$ cat src/rtl/opf_pkg.sv
// Shared types and defaults for the operand fetch stage.
// The optional writeback snoop is enabled by defining OPF_WB_SNOOP_EN.
package opf_pkg;

  localparam int REG_COUNT     = 16;
  localparam int OPF_DATA_W    = 32;
  localparam int OPF_REG_NUM_W = $clog2(REG_COUNT);
  localparam int OPF_CTRL_W    = 16;

  // IDLE: waiting for decode; READ_A/READ_B: driving rs1/rs2 onto the
  // shared register-file port; HOLD: operands presented to execute.
  typedef enum logic [1:0] {
    IDLE   = 2'd0,
    READ_A = 2'd1,
    READ_B = 2'd2,
    HOLD   = 2'd3
  } opf_state_e;

endpackage

$ cat src/rtl/opf_operand_reg.sv
// One captured operand: a load-enabled register cleared by reset.
// When OPF_WB_SNOOP_EN is defined, a writeback to the source register
// that arrives after capture (inside the snoop window) refreshes the value.
module opf_operand_reg
  import opf_pkg::*;
#(
  parameter int DATA_W    = OPF_DATA_W,
  parameter int REG_NUM_W = OPF_REG_NUM_W
) (
  input  logic                 clk,
  input  logic                 reset,
  input  logic                 load_i,
  input  logic [DATA_W-1:0]    load_data_i,
  input  logic                 snoop_win_i,
  input  logic                 wb_valid_i,
  input  logic [REG_NUM_W-1:0] wb_num_i,
  input  logic [REG_NUM_W-1:0] src_num_i,
  input  logic [DATA_W-1:0]    wb_data_i,
  output logic [DATA_W-1:0]    data_o
);

  logic [DATA_W-1:0] data_q;
  logic              snoop_hit;

`ifdef OPF_WB_SNOOP_EN
  // A writeback to our source register after capture supersedes the value.
  assign snoop_hit = snoop_win_i & wb_valid_i & (wb_num_i == src_num_i);
`else
  // Without snooping the operand is frozen once captured.
  logic unused_snoop;
  assign unused_snoop = ^{snoop_win_i, wb_valid_i, wb_num_i, src_num_i, wb_data_i};
  assign snoop_hit    = 1'b0;
`endif

  // Capture register: reset clears, load beats snoop (they never coincide
  // in practice since loads only happen when no writeback is present).
  always_ff @(posedge clk) begin
    if (reset) begin
      data_q <= '0;
    end else if (load_i) begin
      data_q <= load_data_i;
    end else if (snoop_hit) begin
      data_q <= wb_data_i;
    end
  end

  assign data_o = data_q;

endmodule

$ cat src/rtl/operand_fetch.sv
// Operand fetch: serialises the rs1/rs2 reads through the single register
// file port, gives writeback priority on that port, and presents the
// captured operands to execute.
// Handshakes: a transfer happens on a rising edge where valid and ready are
// both high; valid never depends on ready of the same interface, and the
// producer holds its payload stable while valid is high and ready is low.
// Optional feature macro: OPF_WB_SNOOP_EN (writeback snoop into captured
// operands).
module operand_fetch
  import opf_pkg::*;
#(
  parameter int DATA_W    = OPF_DATA_W,
  parameter int REG_NUM_W = OPF_REG_NUM_W,
  parameter int CTRL_W    = OPF_CTRL_W
) (
  input  logic                 clk,
  input  logic                 reset,
  input  logic                 dec_valid,
  output logic                 dec_ready,
  input  logic [REG_NUM_W-1:0] dec_rs1,
  input  logic [REG_NUM_W-1:0] dec_rs2,
  input  logic                 dec_use_rs2,
  input  logic [CTRL_W-1:0]    dec_ctrl,
  input  logic                 wb_valid,
  input  logic [REG_NUM_W-1:0] wb_num,
  input  logic [DATA_W-1:0]    wb_data,
  output logic [REG_NUM_W-1:0] rf_num,
  output logic                 rf_we,
  output logic [DATA_W-1:0]    rf_wdata,
  input  logic [DATA_W-1:0]    rf_rdata,
  output logic                 ex_valid,
  input  logic                 ex_ready,
  output logic [DATA_W-1:0]    ex_op_a,
  output logic [DATA_W-1:0]    ex_op_b,
  output logic [CTRL_W-1:0]    ex_ctrl,
  output opf_state_e           dbg_state
);

  opf_state_e           state_q;
  logic [REG_NUM_W-1:0] rs1_q;
  logic [REG_NUM_W-1:0] rs2_q;
  logic                 use_rs2_q;
  logic                 ex_valid_q;
  logic [CTRL_W-1:0]    ctrl_q;

  logic                 accept;
  logic                 rd_ok;
  logic                 load_a;
  logic                 load_b;
  logic [DATA_W-1:0]    load_b_data;
  logic                 snoop_a_win;
  logic                 snoop_b_win;

  assign dec_ready = (state_q == IDLE) | ((state_q == HOLD) & ex_ready);
  assign accept    = dec_valid & dec_ready;
  // A read only completes in a cycle where writeback does not own the port.
  assign rd_ok     = ~wb_valid;

  // Register-file port mux: writeback first, then the pending source read.
  always_comb begin
    rf_num   = '0;
    rf_we    = 1'b0;
    rf_wdata = wb_data;
    if (wb_valid) begin
      rf_num = wb_num;
      rf_we  = ~reset;
    end else if (state_q == READ_A) begin
      rf_num = rs1_q;
    end else if (state_q == READ_B) begin
      rf_num = rs2_q;
    end
  end

  // Operand load enables; B is zeroed when the instruction has no rs2.
  always_comb begin
    load_a      = (state_q == READ_A) & rd_ok;
    load_b      = rd_ok & (((state_q == READ_A) & ~use_rs2_q) | (state_q == READ_B));
    load_b_data = (state_q == READ_B) ? rf_rdata : '0;
    snoop_a_win = (state_q == READ_B) | (state_q == HOLD);
    snoop_b_win = (state_q == HOLD) & use_rs2_q;
  end

  // Control FSM with registered ex_valid (high exactly in HOLD) and
  // capture of the accepted instruction's indices and control bits.
  always_ff @(posedge clk) begin
    if (reset) begin
      state_q    <= IDLE;
      ex_valid_q <= 1'b0;
      rs1_q      <= '0;
      rs2_q      <= '0;
      use_rs2_q  <= 1'b0;
      ctrl_q     <= '0;
    end else begin
      if (accept) begin
        rs1_q     <= dec_rs1;
        rs2_q     <= dec_rs2;
        use_rs2_q <= dec_use_rs2;
        ctrl_q    <= dec_ctrl;
      end
      case (state_q)
        IDLE: begin
          if (accept) state_q <= READ_A;
        end
        READ_A: begin
          if (rd_ok) begin
            if (use_rs2_q) begin
              state_q <= READ_B;
            end else begin
              state_q    <= HOLD;
              ex_valid_q <= 1'b1;
            end
          end
        end
        READ_B: begin
          if (rd_ok) begin
            state_q    <= HOLD;
            ex_valid_q <= 1'b1;
          end
        end
        HOLD: begin
          if (ex_ready) begin
            state_q    <= accept ? READ_A : IDLE;
            ex_valid_q <= 1'b0;
          end
        end
        default: begin
          state_q    <= IDLE;
          ex_valid_q <= 1'b0;
        end
      endcase
    end
  end

  opf_operand_reg #(
    .DATA_W    (DATA_W),
    .REG_NUM_W (REG_NUM_W)
  ) u_op_a (
    .clk         (clk),
    .reset       (reset),
    .load_i      (load_a),
    .load_data_i (rf_rdata),
    .snoop_win_i (snoop_a_win),
    .wb_valid_i  (wb_valid),
    .wb_num_i    (wb_num),
    .src_num_i   (rs1_q),
    .wb_data_i   (wb_data),
    .data_o      (ex_op_a)
  );

  opf_operand_reg #(
    .DATA_W    (DATA_W),
    .REG_NUM_W (REG_NUM_W)
  ) u_op_b (
    .clk         (clk),
    .reset       (reset),
    .load_i      (load_b),
    .load_data_i (load_b_data),
    .snoop_win_i (snoop_b_win),
    .wb_valid_i  (wb_valid),
    .wb_num_i    (wb_num),
    .src_num_i   (rs2_q),
    .wb_data_i   (wb_data),
    .data_o      (ex_op_b)
  );

  assign ex_valid  = ex_valid_q;
  assign ex_ctrl   = ctrl_q;
  assign dbg_state = state_q;

endmodule

$ cat config.mk
export PLATFORM = sky130hd
export DESIGN_NAME = operand_fetch
export DESIGN_NICKNAME = d
export VERILOG_FILES = /design/src/rtl/opf_pkg.sv /design/src/rtl/opf_operand_reg.sv /design/src/rtl/operand_fetch.sv
export SDC_FILE = /design/constraint.sdc
export NUM_CORES = 1
export LEC_CHECK = 0
export BUFFER_PORTS_ARGS = -buffer_cell sky130_fd_sc_hd__buf_2
export CAP_MARGIN = 20
export CORE_MARGIN = 3
export CORE_UTILIZATION = 49
export CTS_BUF_LIST = sky130_fd_sc_hd__clkbuf_2
export DETAILED_ROUTE_END_ITERATION = 7
export PLACE_DENSITY = 0.93
export SLEW_MARGIN = 15
export SYNTH_ARGS = -nofsm -noshare
export SYNTH_HDL_FRONTEND = slang
export SYNTH_SLANG_ARGS = --single-unit
export TNS_END_PERCENT = 50
$ cat constraint.sdc
create_clock -name clk -period 3.13 [get_ports clk]
set_clock_uncertainty 0.15 [all_clocks]
set_input_delay 0.626 -clock clk [delete_from_list [all_inputs] [get_ports clk]]
set_output_delay 0.626 -clock clk [all_outputs]
set_load 0.1 [all_outputs]
==> results of run 1 <==
[report_power, final]
| group | switching, W | internal (W) |
|---|---|---|
| Sequential | 0.000106 | 0.00136 |
| Clock | 0.000387 | 0.000267 |
| Combinational | 0.00192 | 0.000449 |
| Total | 0.00242 | 0.00207 |
[logic make-up after synthesis]
family | Yosys count | share of synthesized area
multiplexers | 1 | 0.00258
adder cells (fa/ha/maj) | 5 | 0.0161
flip-flops | 92 | 0.475
AND/OR/NAND/NOR | 172 | 0.182
buffers and inverters | 65 | 0.123
AO/OA/AOI/OAI | 105 | 0.201
[cells in the mapped netlist]
master,count,area [um^2]
sky130_fd_sc_hd__nor4_1,1,6.26
sky130_fd_sc_hd__nor2b_1,3,18.8
sky130_fd_sc_hd__nor2b_2,1,8.76
sky130_fd_sc_hd__dfxtp_1,92,1840
sky130_fd_sc_hd__nor2_1,28,105
sky130_fd_sc_hd__a41o_1,1,10.0
sky130_fd_sc_hd__ha_1,5,62.6
sky130_fd_sc_hd__a22oi_1,2,15.0
sky130_fd_sc_hd__clkbuf_8,1,13.8
sky130_fd_sc_hd__a211oi_1,1,7.51
sky130_fd_sc_hd__o211ai_1,1,7.51
sky130_fd_sc_hd__inv_1,2,7.51
sky130_fd_sc_hd__buf_2,14,70.1
sky130_fd_sc_hd__buf_4,34,255
sky130_fd_sc_hd__o21bai_2,1,11.3
sky130_fd_sc_hd__and2_1,1,6.26
sky130_fd_sc_hd__clkbuf_1,7,26.3
sky130_fd_sc_hd__mux2i_1,1,10.0
sky130_fd_sc_hd__nor2_2,10,62.6
sky130_fd_sc_hd__o21ai_2,1,8.76
sky130_fd_sc_hd__a21oi_1,62,310
sky130_fd_sc_hd__a22oi_2,30,375
sky130_fd_sc_hd__buf_6,4,45.0
sky130_fd_sc_hd__o21ai_0,4,20.0
sky130_fd_sc_hd__a21o_2,1,8.76
sky130_fd_sc_hd__nand2b_1,4,25.0
sky130_fd_sc_hd__nand2_2,1,6.26
sky130_fd_sc_hd__nand3_2,1,10.0
sky130_fd_sc_hd__nand2_1,122,458
sky130_fd_sc_hd__a31oi_1,1,6.26
sky130_fd_sc_hd__buf_12,3,60.1
[repair_timing]
item                                    4_1_cts  5_1_grt
gates resized for setup                       1        4
endpoints found under the setup margin        1        4
setup buffers                                 0        0
hold endpoints to repair                      0        0
hold buffers                                  0        0
[layout make-up]
| cell class | count | area [um^2] | share of cell area |
|---|---|---|---|
| Tap cell | 99 | 124 | 0.0271 |
| Multi-Input combinational cell | 283 | 1610 | 0.352 |
| Inverter | 2 | 7.51 | 0.00164 |
| Clock buffer | 10 | 50.0 | 0.0109 |
| Timing Repair Buffer | 160 | 851 | 0.186 |
| Sequential cell | 92 | 1840 | 0.403 |
| Clock inverter | 6 | 88.8 | 0.0194 |
[routing by layer]
layer,vias up,wire [um],share of wire,global-route usage
met5,-,0,0,0
li1,1629,-,-,-
met2,161,4590,0.49,0.366
met1,1516,3700,0.40,0.218
met4,0,126,0.014,0.0697
met3,18,883,0.095,0.0725
[through the flow]
step                area (um^2)  setup slack, ns  utilization  total power [W]  setup TNS, ns
floorplan                  3910           -0.227            -          0.00371         -0.454
global placement           4420            0.724        0.594          0.00380              0
detailed placement         4420            0.653        0.594          0.00386              0
CTS                        4560           0.0308        0.613          0.00452              0
global route               4570           0.0370        0.614          0.00470              0
finish                     4570            0.227        0.614          0.00449              0
[sequential cells by signal, indices dropped and copies added, names as in the netlist]
signal,count
u_op_a.data_o,32
u_op_b.data_o,32
ex_ctrl,16
rs1_q,4
rs2_q,4
dbg_state,2
ex_valid,1
use_rs2_q,1
[placed cells by master, fill, tap and decap left out, types with 2 or more instances in the layout]
cell	instances
sky130_fd_sc_hd__clkbuf_2	10
sky130_fd_sc_hd__o21ai_2	3
sky130_fd_sc_hd__a21oi_1	62
sky130_fd_sc_hd__buf_12	2
sky130_fd_sc_hd__bufinv_16	2
sky130_fd_sc_hd__nor2b_2	2
sky130_fd_sc_hd__a22oi_2	30
sky130_fd_sc_hd__dfxtp_1	92
sky130_fd_sc_hd__nand2b_1	4
sky130_fd_sc_hd__clkinvlp_4	2
sky130_fd_sc_hd__o21ai_4	2
sky130_fd_sc_hd__buf_2	150
sky130_fd_sc_hd__buf_4	5
sky130_fd_sc_hd__inv_1	2
sky130_fd_sc_hd__ha_1	4
sky130_fd_sc_hd__a22oi_1	2
sky130_fd_sc_hd__nand2_1	122
sky130_fd_sc_hd__nor2_1	28
sky130_fd_sc_hd__nor2_2	10
sky130_fd_sc_hd__clkbuf_4	3
[final timing paths]
check               startpoint                end  slack [ns]  cells after the start
setup / recovery  dbg_state[0]          rf_num[0]        0.23                      7
hold / removal    dec_ctrl[10]        ex_ctrl[10]        0.16                      3
setup reg to reg  dbg_state[1]  u_op_b.data_o[18]        0.87                      7
hold reg to reg    ex_ctrl[13]        ex_ctrl[13]        0.32                      2
[worst register-to-register path, cell delays in order, from the launching register on]
cell                       delay (ns)
sky130_fd_sc_hd__dfxtp_1         0.44
sky130_fd_sc_hd__inv_1           0.10
sky130_fd_sc_hd__ha_1            0.35
sky130_fd_sc_hd__nor2b_2         0.25
sky130_fd_sc_hd__o21bai_4        0.47
sky130_fd_sc_hd__buf_12          0.27
sky130_fd_sc_hd__a22oi_2         0.10
sky130_fd_sc_hd__nor2_1          0.09
==> impl_metrics.xml, run 1 <==
<?xml version="1.0" encoding="UTF-8"?>
<metrics>
  <group name="global_route">
    <metric name="first_global_vias" unit="">3228</metric>
    <metric name="grt_max_degree" unit="">93</metric>
    <metric name="grt_total_usage" unit="">0.203</metric>
    <metric name="gr-total-overflow" unit="">0</metric>
    <metric name="grt_antenna_before_repair" unit="">0</metric>
    <metric name="grt_pass1_wl" unit="um">14400</metric>
  </group>
  <group name="drt">
    <metric name="antenna_violating_nets_post_route" unit="">0</metric>
    <metric name="drtIter0Drc" unit="">71</metric>
    <metric name="post_drt_via_cell_ratio" unit="">5.10</metric>
    <metric name="detailroute.via_count" unit="">3324</metric>
    <metric name="wl" unit="um">9300</metric>
    <metric name="post_drt_wl_per_cell" unit="um">14.3</metric>
    <metric name="post-route-drc-count" unit="">0</metric>
    <metric name="detailedRoute.firstPassIterationCount" unit="">4</metric>
  </group>
  <group name="timing">
    <metric name="grt_setup_unrepaired" unit="">false</metric>
    <metric name="setup-violations-final" unit="">0</metric>
    <metric name="max_clk_rate" unit="MHz">344</metric>
    <metric name="hold_ws" unit="ns">0.157</metric>
    <metric name="final.period_utilization" unit="">0.928</metric>
    <metric name="timing.final.max_slew_violations" unit="">0</metric>
    <metric name="worst_case_headroom_to_the_max_slew_limit" unit="">0.353</metric>
    <metric name="finalWorstPathRequiredPeriod" unit="ns">2.90</metric>
    <metric name="worst_pin_slew" unit="ns">0.970</metric>
    <metric name="timing.final.hold_violations" unit="">0</metric>
  </group>
  <group name="cts">
    <metric name="clock_tree.htree_level_count" unit="">3</metric>
    <metric name="worstSkewPairLatency" unit="ns">0.50</metric>
    <metric name="cts_tree" unit="">built</metric>
    <metric name="numClockSinks" unit="">92</metric>
    <metric name="ctsLongestPathBuffers" unit="">2</metric>
    <metric name="cts-buffers-inserted" unit="">9</metric>
    <metric name="cts.clk_slew.worst_paths" unit="ns">0.26</metric>
    <metric name="clock_root_buffer" unit="">sky130_fd_sc_hd__clkbuf_2</metric>
  </group>
  <group name="worst_hold_path">
    <metric name="worstHoldPathType" unit="">in2reg</metric>
  </group>
  <group name="critical_path">
    <metric name="path_cells" unit="">inv_1, ha_2, nand2_1, nor2_1, a21oi_1, o21ai_4, buf_4</metric>
    <metric name="criticalPathCategory" unit="">reg2out</metric>
    <metric name="path_delay_family" unit="">buffers and inverters</metric>
    <metric name="crit_slowest_cell" unit="">sky130_fd_sc_hd__dfxtp_1</metric>
    <metric name="cp.arrival" unit="ns">2.13</metric>
    <metric name="cp_max_fo" unit="">8</metric>
    <metric name="cp_slowest_stage_delay" unit="ns">0.40</metric>
    <metric name="critical_path_buf_inv_count" unit="">2</metric>
    <metric name="critical_path_required" unit="ns">2.35</metric>
    <metric name="worst_setup_path_end_kind" unit="">output pin</metric>
    <metric name="worst_setup_path_start_kind" unit="">flip-flop</metric>
  </group>
  <group name="logic_synthesis">
    <metric name="syn_avg_cell_area" unit="um^2">8.82</metric>
    <metric name="ys_seq_elements" unit="">92</metric>
    <metric name="yosys_warnings" unit="">0</metric>
    <metric name="synth.net_count" unit="">543</metric>
    <metric name="synth.yosys.seq_area_share" unit="">0.475</metric>
    <metric name="yosys.cell_types.count" unit="">31</metric>
    <metric name="postSynthCellCount" unit="">440</metric>
    <metric name="combined_area_of_all_synthesized_cells" unit="um^2">3880</metric>
  </group>
  <group name="floorplanning">
    <metric name="die_width" unit="um">95.0</metric>
    <metric name="placementRows" unit="">31</metric>
    <metric name="vert_die_dim" unit="um">95.0</metric>
    <metric name="ioPinCount" unit="">219</metric>
    <metric name="area_of_the_die" unit="um^2">9020</metric>
    <metric name="core_region_area" unit="um^2">7450</metric>
    <metric name="start_util" unit="">0.521</metric>
  </group>
  <group name="final_layout">
    <metric name="layout-area-overhead-vs-synth" unit="%">17.9</metric>
    <metric name="antennaDiodeCount" unit="">0</metric>
    <metric name="final.fill_count" unit="">631</metric>
    <metric name="drive_above_1_share" unit="">0.414</metric>
    <metric name="final_net_count" unit="">651</metric>
    <metric name="layoutNonFillerInstCount" unit="">652</metric>
  </group>
  <group name="job">
    <metric name="drv.max_cap_violation_count" unit="">0</metric>
  </group>
  <group name="power">
    <metric name="total_leakage_power" unit="nW">2.03</metric>
    <metric name="pwr_density_cell" unit="nW/um^2">981</metric>
    <metric name="vdd.ir_drop.worst" unit="uV">616</metric>
  </group>
  <group name="placed_design">
    <metric name="dp.cells" unit="">636</metric>
    <metric name="place.gp.congestion" unit="">0.751</metric>
    <metric name="dpl.hpwl" unit="um">6770</metric>
    <metric name="portBuffers" unit="">154</metric>
  </group>
  <group name="outcome">
    <metric name="run_status" unit="">complete, no violations</metric>
  </group>
</metrics>
(Power assumes the default switching activity.)
==> inputs of run 2 (changes only) <==
--- a/config.mk
+++ b/config.mk
@@ -8,10 +8,10 @@
 export BUFFER_PORTS_ARGS = -buffer_cell sky130_fd_sc_hd__buf_2
 export CAP_MARGIN = 20
 export CORE_MARGIN = 3
-export CORE_UTILIZATION = 49
+export CORE_UTILIZATION = 36
 export CTS_BUF_LIST = sky130_fd_sc_hd__clkbuf_2
 export DETAILED_ROUTE_END_ITERATION = 7
-export PLACE_DENSITY = 0.93
+export PLACE_DENSITY = 0.72
 export SLEW_MARGIN = 15
 export SYNTH_ARGS = -nofsm -noshare
 export SYNTH_HDL_FRONTEND = slang
==> impl_metrics.xml, run 2 (synthesis results as in run 1) <==
<?xml version="1.0" encoding="UTF-8"?>
<metrics>
  <group name="timing">
    <metric name="hold_ws" unit="ns">0.122</metric>
    <metric name="worst_case_headroom_to_the_max_slew_limit" unit="">0.326</metric>
    <metric name="worst_pin_slew" unit="ns">1.01</metric>
    <metric name="final.period_utilization" unit="">0.931</metric>
    <metric name="timing.final.max_slew_violations" unit="">0</metric>
    <metric name="finalWorstPathRequiredPeriod" unit="ns">2.92</metric>
    <metric name="timing.final.hold_violations" unit="">0</metric>
    <metric name="max_clk_rate" unit="MHz">343</metric>
    <metric name="setup-violations-final" unit="">0</metric>
    <metric name="grt_setup_unrepaired" unit="">false</metric>
  </group>
  <group name="critical_path">
    <metric name="cp_slowest_stage_delay" unit="ns">0.47</metric>
    <metric name="rr_startpoint" unit="">dbg_state[1]</metric>
    <metric name="criticalPathCategory" unit="">reg2out</metric>
    <metric name="critical_path_depth" unit="">6</metric>
    <metric name="critical_path_required" unit="ns">2.35</metric>
    <metric name="reg2reg_depth" unit="">7</metric>
    <metric name="worst_setup_path_end_kind" unit="">output pin</metric>
    <metric name="r2r_setup_slack" unit="ns">0.73</metric>
    <metric name="crit_slowest_cell" unit="">sky130_fd_sc_hd__dfxtp_1</metric>
    <metric name="cp-endpoint" unit="">rf_num[0]</metric>
    <metric name="path_delay_family" unit="">flip-flops</metric>
    <metric name="cp.arrival" unit="ns">2.14</metric>
    <metric name="worst_setup_path_startpoint" unit="">dbg_state[1]</metric>
    <metric name="cp_max_fo" unit="">13</metric>
    <metric name="path_cells" unit="">inv_1, ha_1, nor2_1, a21oi_1, o21ai_4, buf_4</metric>
    <metric name="worstReg2RegEnd" unit="">u_op_b.data_o[12]</metric>
    <metric name="worst_setup_path_start_kind" unit="">flip-flop</metric>
    <metric name="critical_path_buf_inv_count" unit="">2</metric>
  </group>
  <group name="power">
    <metric name="vdd.ir_drop.worst" unit="uV">540</metric>
    <metric name="power.total" unit="W">0.00438</metric>
    <metric name="total_leakage_power" unit="nW">2.02</metric>
    <metric name="pwr_density_cell" unit="nW/um^2">954</metric>
  </group>
  <group name="placed_design">
    <metric name="portBuffers" unit="">154</metric>
    <metric name="dp.cells" unit="">674</metric>
    <metric name="place.gp.congestion" unit="">0.778</metric>
    <metric name="dpl.hpwl" unit="um">7130</metric>
  </group>
  <group name="drt">
    <metric name="post-route-drc-count" unit="">0</metric>
    <metric name="antenna_violating_nets_post_route" unit="">0</metric>
    <metric name="drtIter0Drc" unit="">186</metric>
    <metric name="post_drt_wl_per_cell" unit="um">14.6</metric>
    <metric name="wl" unit="um">10100</metric>
    <metric name="detailroute.via_count" unit="">3309</metric>
    <metric name="detailedRoute.firstPassIterationCount" unit="">4</metric>
    <metric name="post_drt_via_cell_ratio" unit="">4.80</metric>
  </group>
  <group name="floorplanning">
    <metric name="core_region_area" unit="um^2">10400</metric>
    <metric name="area_of_the_die" unit="um^2">12100</metric>
    <metric name="placementRows" unit="">37</metric>
    <metric name="vert_die_dim" unit="um">110</metric>
    <metric name="ioPinCount" unit="">219</metric>
    <metric name="die_width" unit="um">110</metric>
    <metric name="start_util" unit="">0.372</metric>
  </group>
  <group name="cts">
    <metric name="numClockSinks" unit="">92</metric>
    <metric name="clock_tree.htree_level_count" unit="">3</metric>
    <metric name="clock_root_buffer" unit="">sky130_fd_sc_hd__clkbuf_2</metric>
    <metric name="cts-buffers-inserted" unit="">9</metric>
    <metric name="worstSkewPairLatency" unit="ns">0.52</metric>
    <metric name="ctsLongestPathBuffers" unit="">2</metric>
    <metric name="cts_tree" unit="">built</metric>
    <metric name="cts.clk_slew.worst_paths" unit="ns">0.28</metric>
  </group>
  <group name="global_route">
    <metric name="gr-total-overflow" unit="">0</metric>
    <metric name="grt_total_usage" unit="">0.164</metric>
    <metric name="grt_pass1_wl" unit="um">15500</metric>
    <metric name="grt_max_degree" unit="">93</metric>
    <metric name="grt_antenna_before_repair" unit="">0</metric>
    <metric name="first_global_vias" unit="">3257</metric>
  </group>
  <group name="final_layout">
    <metric name="multiInputGateArea" unit="um^2">1610</metric>
    <metric name="antennaDiodeCount" unit="">0</metric>
    <metric name="register_area" unit="um^2">1840</metric>
    <metric name="drive_above_1_share" unit="">0.413</metric>
    <metric name="layout_commonest_cell" unit="">sky130_fd_sc_hd__buf_2</metric>
    <metric name="final.fill_count" unit="">1038</metric>
    <metric name="most-common-layout-cells" unit="">sky130_fd_sc_hd__buf_2, sky130_fd_sc_hd__nand2_1, sky130_fd_sc_hd__dfxtp_1, sky130_fd_sc_hd__a21oi_1, sky130_fd_sc_hd__a22oi_2</metric>
    <metric name="final_util" unit="">0.440</metric>
    <metric name="final_net_count" unit="">652</metric>
    <metric name="layout-area-overhead-vs-synth" unit="%">18.2</metric>
    <metric name="layoutNonFillerInstCount" unit="">690</metric>
  </group>
  <group name="outcome">
    <metric name="run_status" unit="">complete, no violations</metric>
  </group>
  <group name="worst_hold_path">
    <metric name="worstHoldPathType" unit="">in2reg</metric>
  </group>
  <group name="job">
    <metric name="drv.max_cap_violation_count" unit="">0</metric>
  </group>
</metrics>
## run 2: worst min-delay path by stage
stage                      start                 to  slack, ns  cells past startpoint
5_1_grt             dec_ctrl[13]        ex_ctrl[13]       0.04                      3
6_report             dec_ctrl[6]         ex_ctrl[6]       0.12                      3
3_5_place_dp   u_op_a.data_o[30]  u_op_a.data_o[30]       0.30                      2
4_1_cts              dec_ctrl[6]         ex_ctrl[6]       0.05                      3
2_1_floorplan           rs2_q[0]           rs2_q[0]       0.29                      2
3_3_place_gp    u_op_a.data_o[6]   u_op_a.data_o[6]       0.29                      2
## run 2: what timing repair did
action	in CTS	in global routing
hold buffers	0	0
setup endpoints to repair	3	4
resized for setup	3	2
buffers inserted	0	0
pin swaps	0	0
## run 2: through the flow
| stage | instance area, um^2 | setup WS (ns) | setup TNS, ns |
|---|---|---|---|
| finish | 4590 | 0.214 | 0 |
| detailed placement | 4480 | 0.666 | 0 |
| global route | 4590 | 0.0277 | 0 |
| floorplan | 3910 | -0.227 | -0.454 |
| global placement | 4480 | 0.714 | 0 |
| CTS | 4580 | 0.000271 | 0 |
## run 2: area by class of cell
| type | instances | share of cell area |
|---|---|---|
| Clock buffer | 9 | 0.00982 |
| Clock inverter | 7 | 0.0109 |
| Inverter | 2 | 0.00164 |
| Multi-Input combinational cell | 283 | 0.351 |
| Sequential cell | 92 | 0.402 |
| Tap cell | 136 | 0.0371 |
| Timing Repair Buffer | 161 | 0.188 |
## run 2: where the power goes
part	internal, W	switching [W]	total, W	leakage [nW]
Combinational	0.000450	0.00193	0.00238	1.21
Sequential	0.00136	0.000111	0.00147	0.748
Clock	0.000108	0.000419	0.000527	0.0563
## run 2: routing by layer
layer  vias to the layer above  track usage  share of wire
li1                       1633            -              -
met1                      1526        0.186           0.42
met2                       132        0.282           0.48
met3                        18       0.0523          0.082
met4                         0       0.0730          0.018
met5                         -            0              0
## run 2: worst register-to-register path, cell delays in order (launching register included)
cell	delay [ns]
sky130_fd_sc_hd__dfxtp_1	0.47
sky130_fd_sc_hd__inv_1	0.12
sky130_fd_sc_hd__ha_1	0.35
sky130_fd_sc_hd__nor2b_2	0.25
sky130_fd_sc_hd__o21bai_4	0.46
sky130_fd_sc_hd__buf_4	0.36
sky130_fd_sc_hd__a22oi_2	0.13
sky130_fd_sc_hd__nor2_2	0.08
==> inputs of run 3 (changes only) <==
--- a/config.mk
+++ b/config.mk
@@ -5,6 +5,7 @@
 export SDC_FILE = /design/constraint.sdc
 export NUM_CORES = 1
 export LEC_CHECK = 0
+export ABC_AREA = 1
 export BUFFER_PORTS_ARGS = -buffer_cell sky130_fd_sc_hd__buf_2
 export CAP_MARGIN = 20
 export CORE_MARGIN = 3
==> impl_metrics.xml, run 3 <==
<?xml version="1.0" encoding="UTF-8"?>
<metrics>
  <group name="logic_synthesis">
    <metric name="yosys_warnings" unit="">0</metric>
    <metric name="synth.yosys.seq_area_share" unit="">0.475</metric>
    <metric name="postSynthCellCount" unit="">484</metric>
    <metric name="yosys.area.top_type_share" unit="">0.475</metric>
    <metric name="synth.net_count" unit="">587</metric>
    <metric name="synth_compound_gate_area_share" unit="">0.146</metric>
    <metric name="combinational_family_with_the_most_area_after_synthesis" unit="">simple AND/OR/NAND/NOR gates</metric>
    <metric name="synthFlopType" unit="">sky130_fd_sc_hd__dfxtp_1</metric>
    <metric name="synth_mux_area_frac" unit="">0</metric>
    <metric name="yosys-top-cells-count" unit="">sky130_fd_sc_hd__nand2_1, sky130_fd_sc_hd__dfxtp_1, sky130_fd_sc_hd__nor2_1</metric>
    <metric name="syn_avg_cell_area" unit="um^2">8.01</metric>
    <metric name="yosysMostFrequentCell" unit="">sky130_fd_sc_hd__nand2_1</metric>
    <metric name="ys_seq_elements" unit="">92</metric>
    <metric name="ys_async_sr_fraction" unit="">0</metric>
    <metric name="synth-simple-area-share" unit="">0.220</metric>
    <metric name="combined_area_of_all_synthesized_cells" unit="um^2">3880</metric>
    <metric name="synth_top_area_cell" unit="">sky130_fd_sc_hd__dfxtp_1</metric>
    <metric name="yosys.cell_types.count" unit="">22</metric>
    <metric name="synth_area_in_xor_xnor" unit="">0</metric>
    <metric name="yosys.area_share.adder" unit="">0.0161</metric>
    <metric name="count_of_flip_flops_with_a_built_in_enable_after_synthesis" unit="">0</metric>
    <metric name="post_synth_main_area_contributors" unit="">sky130_fd_sc_hd__dfxtp_1, sky130_fd_sc_hd__nand2_1, sky130_fd_sc_hd__nor2_1</metric>
  </group>
  <group name="power">
    <metric name="power.total" unit="W">0.00479</metric>
    <metric name="vdd.ir_drop.worst" unit="uV">575</metric>
    <metric name="power_switching_share" unit="">0.563</metric>
    <metric name="power_switching" unit="W">0.00269</metric>
    <metric name="cellInternalPower" unit="W">0.00209</metric>
    <metric name="pwr_density_cell" unit="nW/um^2">1040</metric>
    <metric name="total_leakage_power" unit="nW">2.23</metric>
    <metric name="clock_power_share" unit="">0.144</metric>
    <metric name="power.share.sequential" unit="">0.313</metric>
    <metric name="comb_power_share" unit="">0.543</metric>
  </group>
  <group name="job">
    <metric name="drv.max_cap_violation_count" unit="">0</metric>
  </group>
  <group name="cts">
    <metric name="postcts_resize_cnt" unit="">0</metric>
    <metric name="clock_root_buffer" unit="">sky130_fd_sc_hd__clkbuf_2</metric>
    <metric name="ctsLongestPathBuffers" unit="">2</metric>
    <metric name="cts-buffers-inserted" unit="">9</metric>
    <metric name="worstSkewPairLatency" unit="ns">0.54</metric>
    <metric name="cts.clk_slew.worst_paths" unit="ns">0.26</metric>
    <metric name="cts_tree" unit="">built</metric>
    <metric name="clock_tree.htree_level_count" unit="">3</metric>
    <metric name="cts_hold_buf" unit="">0</metric>
    <metric name="cts_post_setup_buffers_inserted" unit="">0</metric>
    <metric name="numClockSinks" unit="">92</metric>
  </group>
  <group name="critical_path">
    <metric name="critical_path_buf_inv_count" unit="">4</metric>
    <metric name="worstReg2RegEnd" unit="">use_rs2_q</metric>
    <metric name="reg2reg_depth" unit="">7</metric>
    <metric name="criticalPathCategory" unit="">reg2out</metric>
    <metric name="cp.arrival" unit="ns">2.13</metric>
    <metric name="cp_max_fo" unit="">36</metric>
    <metric name="path_cells" unit="">inv_1, ha_1, inv_2, nor2_8, inv_6, o211ai_4, buf_12</metric>
    <metric name="r2r_setup_slack" unit="ns">1.01</metric>
    <metric name="cp_slowest_stage_delay" unit="ns">0.45</metric>
    <metric name="worst_setup_path_start_kind" unit="">flip-flop</metric>
    <metric name="rr_startpoint" unit="">dbg_state[1]</metric>
    <metric name="critical_path_required" unit="ns">2.35</metric>
    <metric name="critical_path_depth" unit="">7</metric>
    <metric name="worst_setup_path_end_kind" unit="">output pin</metric>
    <metric name="worst_setup_path_startpoint" unit="">dbg_state[1]</metric>
    <metric name="path_delay_family" unit="">buffers and inverters</metric>
    <metric name="cp-endpoint" unit="">rf_num[1]</metric>
    <metric name="crit_slowest_cell" unit="">sky130_fd_sc_hd__dfxtp_1</metric>
  </group>
  <group name="timing">
    <metric name="timing.final.max_slew_violations" unit="">0</metric>
    <metric name="final.period_utilization" unit="">0.930</metric>
    <metric name="max_clk_rate" unit="MHz">344</metric>
    <metric name="setup-violations-final" unit="">0</metric>
    <metric name="worst_pin_slew" unit="ns">0.573</metric>
    <metric name="fin_setup_tns" unit="ns">0</metric>
    <metric name="worst_case_headroom_to_the_max_slew_limit" unit="">0.617</metric>
    <metric name="finalWorstPathRequiredPeriod" unit="ns">2.91</metric>
    <metric name="hold_ws" unit="ns">0.144</metric>
    <metric name="grt_setup_unrepaired" unit="">false</metric>
    <metric name="timing.final.hold_violations" unit="">0</metric>
  </group>
  <group name="final_layout">
    <metric name="most-common-layout-cells" unit="">sky130_fd_sc_hd__buf_2, sky130_fd_sc_hd__nand2_1, sky130_fd_sc_hd__dfxtp_1, sky130_fd_sc_hd__nor2_1, sky130_fd_sc_hd__a21oi_1</metric>
    <metric name="layout-area-overhead-vs-synth" unit="%">19.2</metric>
    <metric name="final_util" unit="">0.444</metric>
    <metric name="layout_commonest_cell" unit="">sky130_fd_sc_hd__buf_2</metric>
    <metric name="final_design_area_no_fill" unit="um^2">4620</metric>
    <metric name="drive_above_1_share" unit="">0.331</metric>
    <metric name="final_net_count" unit="">696</metric>
  </group>
  <group name="drt">
    <metric name="wl" unit="um">10600</metric>
    <metric name="drtIter0Drc" unit="">178</metric>
    <metric name="post-route-drc-count" unit="">0</metric>
    <metric name="post_drt_via_cell_ratio" unit="">4.74</metric>
    <metric name="antenna_violating_nets_post_route" unit="">0</metric>
    <metric name="detailroute.via_count" unit="">3484</metric>
    <metric name="post_drt_wl_per_cell" unit="um">14.4</metric>
    <metric name="detailedRoute.firstPassIterationCount" unit="">4</metric>
  </group>
  <group name="global_route">
    <metric name="grt_total_usage" unit="">0.171</metric>
    <metric name="grt_pass1_wl" unit="um">15800</metric>
    <metric name="grt_max_degree" unit="">37</metric>
    <metric name="gr-total-overflow" unit="">0</metric>
    <metric name="first_global_vias" unit="">3220</metric>
    <metric name="grt_antenna_before_repair" unit="">1</metric>
  </group>
  <group name="placed_design">
    <metric name="dpl.hpwl" unit="um">7790</metric>
    <metric name="place.gp.congestion" unit="">0.843</metric>
    <metric name="portBuffers" unit="">154</metric>
    <metric name="dpl_cell_area" unit="um^2">4480</metric>
  </group>
  <group name="floorplanning">
    <metric name="core_region_area" unit="um^2">10400</metric>
    <metric name="die_width" unit="um">110</metric>
    <metric name="ioPinCount" unit="">219</metric>
    <metric name="placementRows" unit="">37</metric>
    <metric name="area_of_the_die" unit="um^2">12100</metric>
    <metric name="vert_die_dim" unit="um">110</metric>
    <metric name="start_util" unit="">0.372</metric>
  </group>
  <group name="worst_hold_path">
    <metric name="worstHoldStart" unit="">rf_rdata[4]</metric>
    <metric name="worstHoldPathType" unit="">in2reg</metric>
  </group>
  <group name="outcome">
    <metric name="run_status" unit="">complete, no violations</metric>
  </group>
</metrics>
==> run 3: cell types whose count changed in the layout (fill, tap and decap cells not counted), sizes merged, moves of 3 or more <==
cell    before  now
o21ai        5   37
nor2        38   77
nand3        1   25
nand2      123  105
o211ai       1    4
nand2b       4    0
a21oi       62   59
inv          4   19
a22oi       32    0
nor2b        4    0
==> run 3: power groups by stage <==
stage	combinational, W	sequential [W]	clock, W
after floorplan	0.00112	0.00285	0
after global placement	0.00258	0.00151	0
after detailed placement	0.00261	0.00152	0
after CTS	0.00261	0.00150	0.000711
after global routing	0.00275	0.00153	0.000763
final	0.00260	0.00150	0.000688
==> run 3: how the worst min path moves through the flow <==
stage | cells past startpoint | slack [ns] | to
after global routing | 3 | 0.06 | ex_ctrl[4]
after detailed placement | 2 | 0.30 | ex_ctrl[3]
after CTS | 3 | 0.08 | ex_ctrl[4]
final | 3 | 0.14 | u_op_b.data_o[4]
after global placement | 2 | 0.29 | u_op_b.data_o[8]
after floorplan | 2 | 0.29 | rs2_q[2]
==> run 3: final cells by class <==
class,instances,area (um^2)
Fill cell,1018,5790
Sequential cell,92,1840
Multi-Input combinational cell,313,1520
Timing Repair Buffer,160,876
Tap cell,136,170
Clock inverter,7,98.8
Inverter,17,68.8
Clock buffer,9,45.0
Antenna cell,1,2.50
==> run 3: per-layer routing <==
metal | up-vias | global-route usage | wire [um]
met1 | 1575 | 0.187 | 4110
met3 | 20 | 0.0640 | 1040
li1 | 1736 | - | -
met2 | 153 | 0.300 | 5300
met4 | 0 | 0.0606 | 120
met5 | - | 0 | 0
==> run 3: worst register-to-register path: stages, from the launching register on <==
cell and delay, ns:
sky130_fd_sc_hd__dfxtp_1 0.45, sky130_fd_sc_hd__ha_1 0.24, sky130_fd_sc_hd__nand2_1 0.08, sky130_fd_sc_hd__nand2_2 0.06
sky130_fd_sc_hd__buf_4 0.23, sky130_fd_sc_hd__nand2_2 0.39, sky130_fd_sc_hd__o21ai_0 0.37, sky130_fd_sc_hd__a21oi_1 0.06
==> run 3: cell families after synthesis <==
group | Yosys count
buf+inv | 79
flops | 92
fa+ha+maj | 5
compound gates | 101
simple gates | 207
==> run 3: through the flow <==
step,instances,setup slack [ns]
6_report,735,0.220
5_1_grt,735,0.0192
4_1_cts,734,0.139
3_5_place_dp,718,0.704
3_3_place_gp,718,0.728
2_1_floorplan,484,0.124
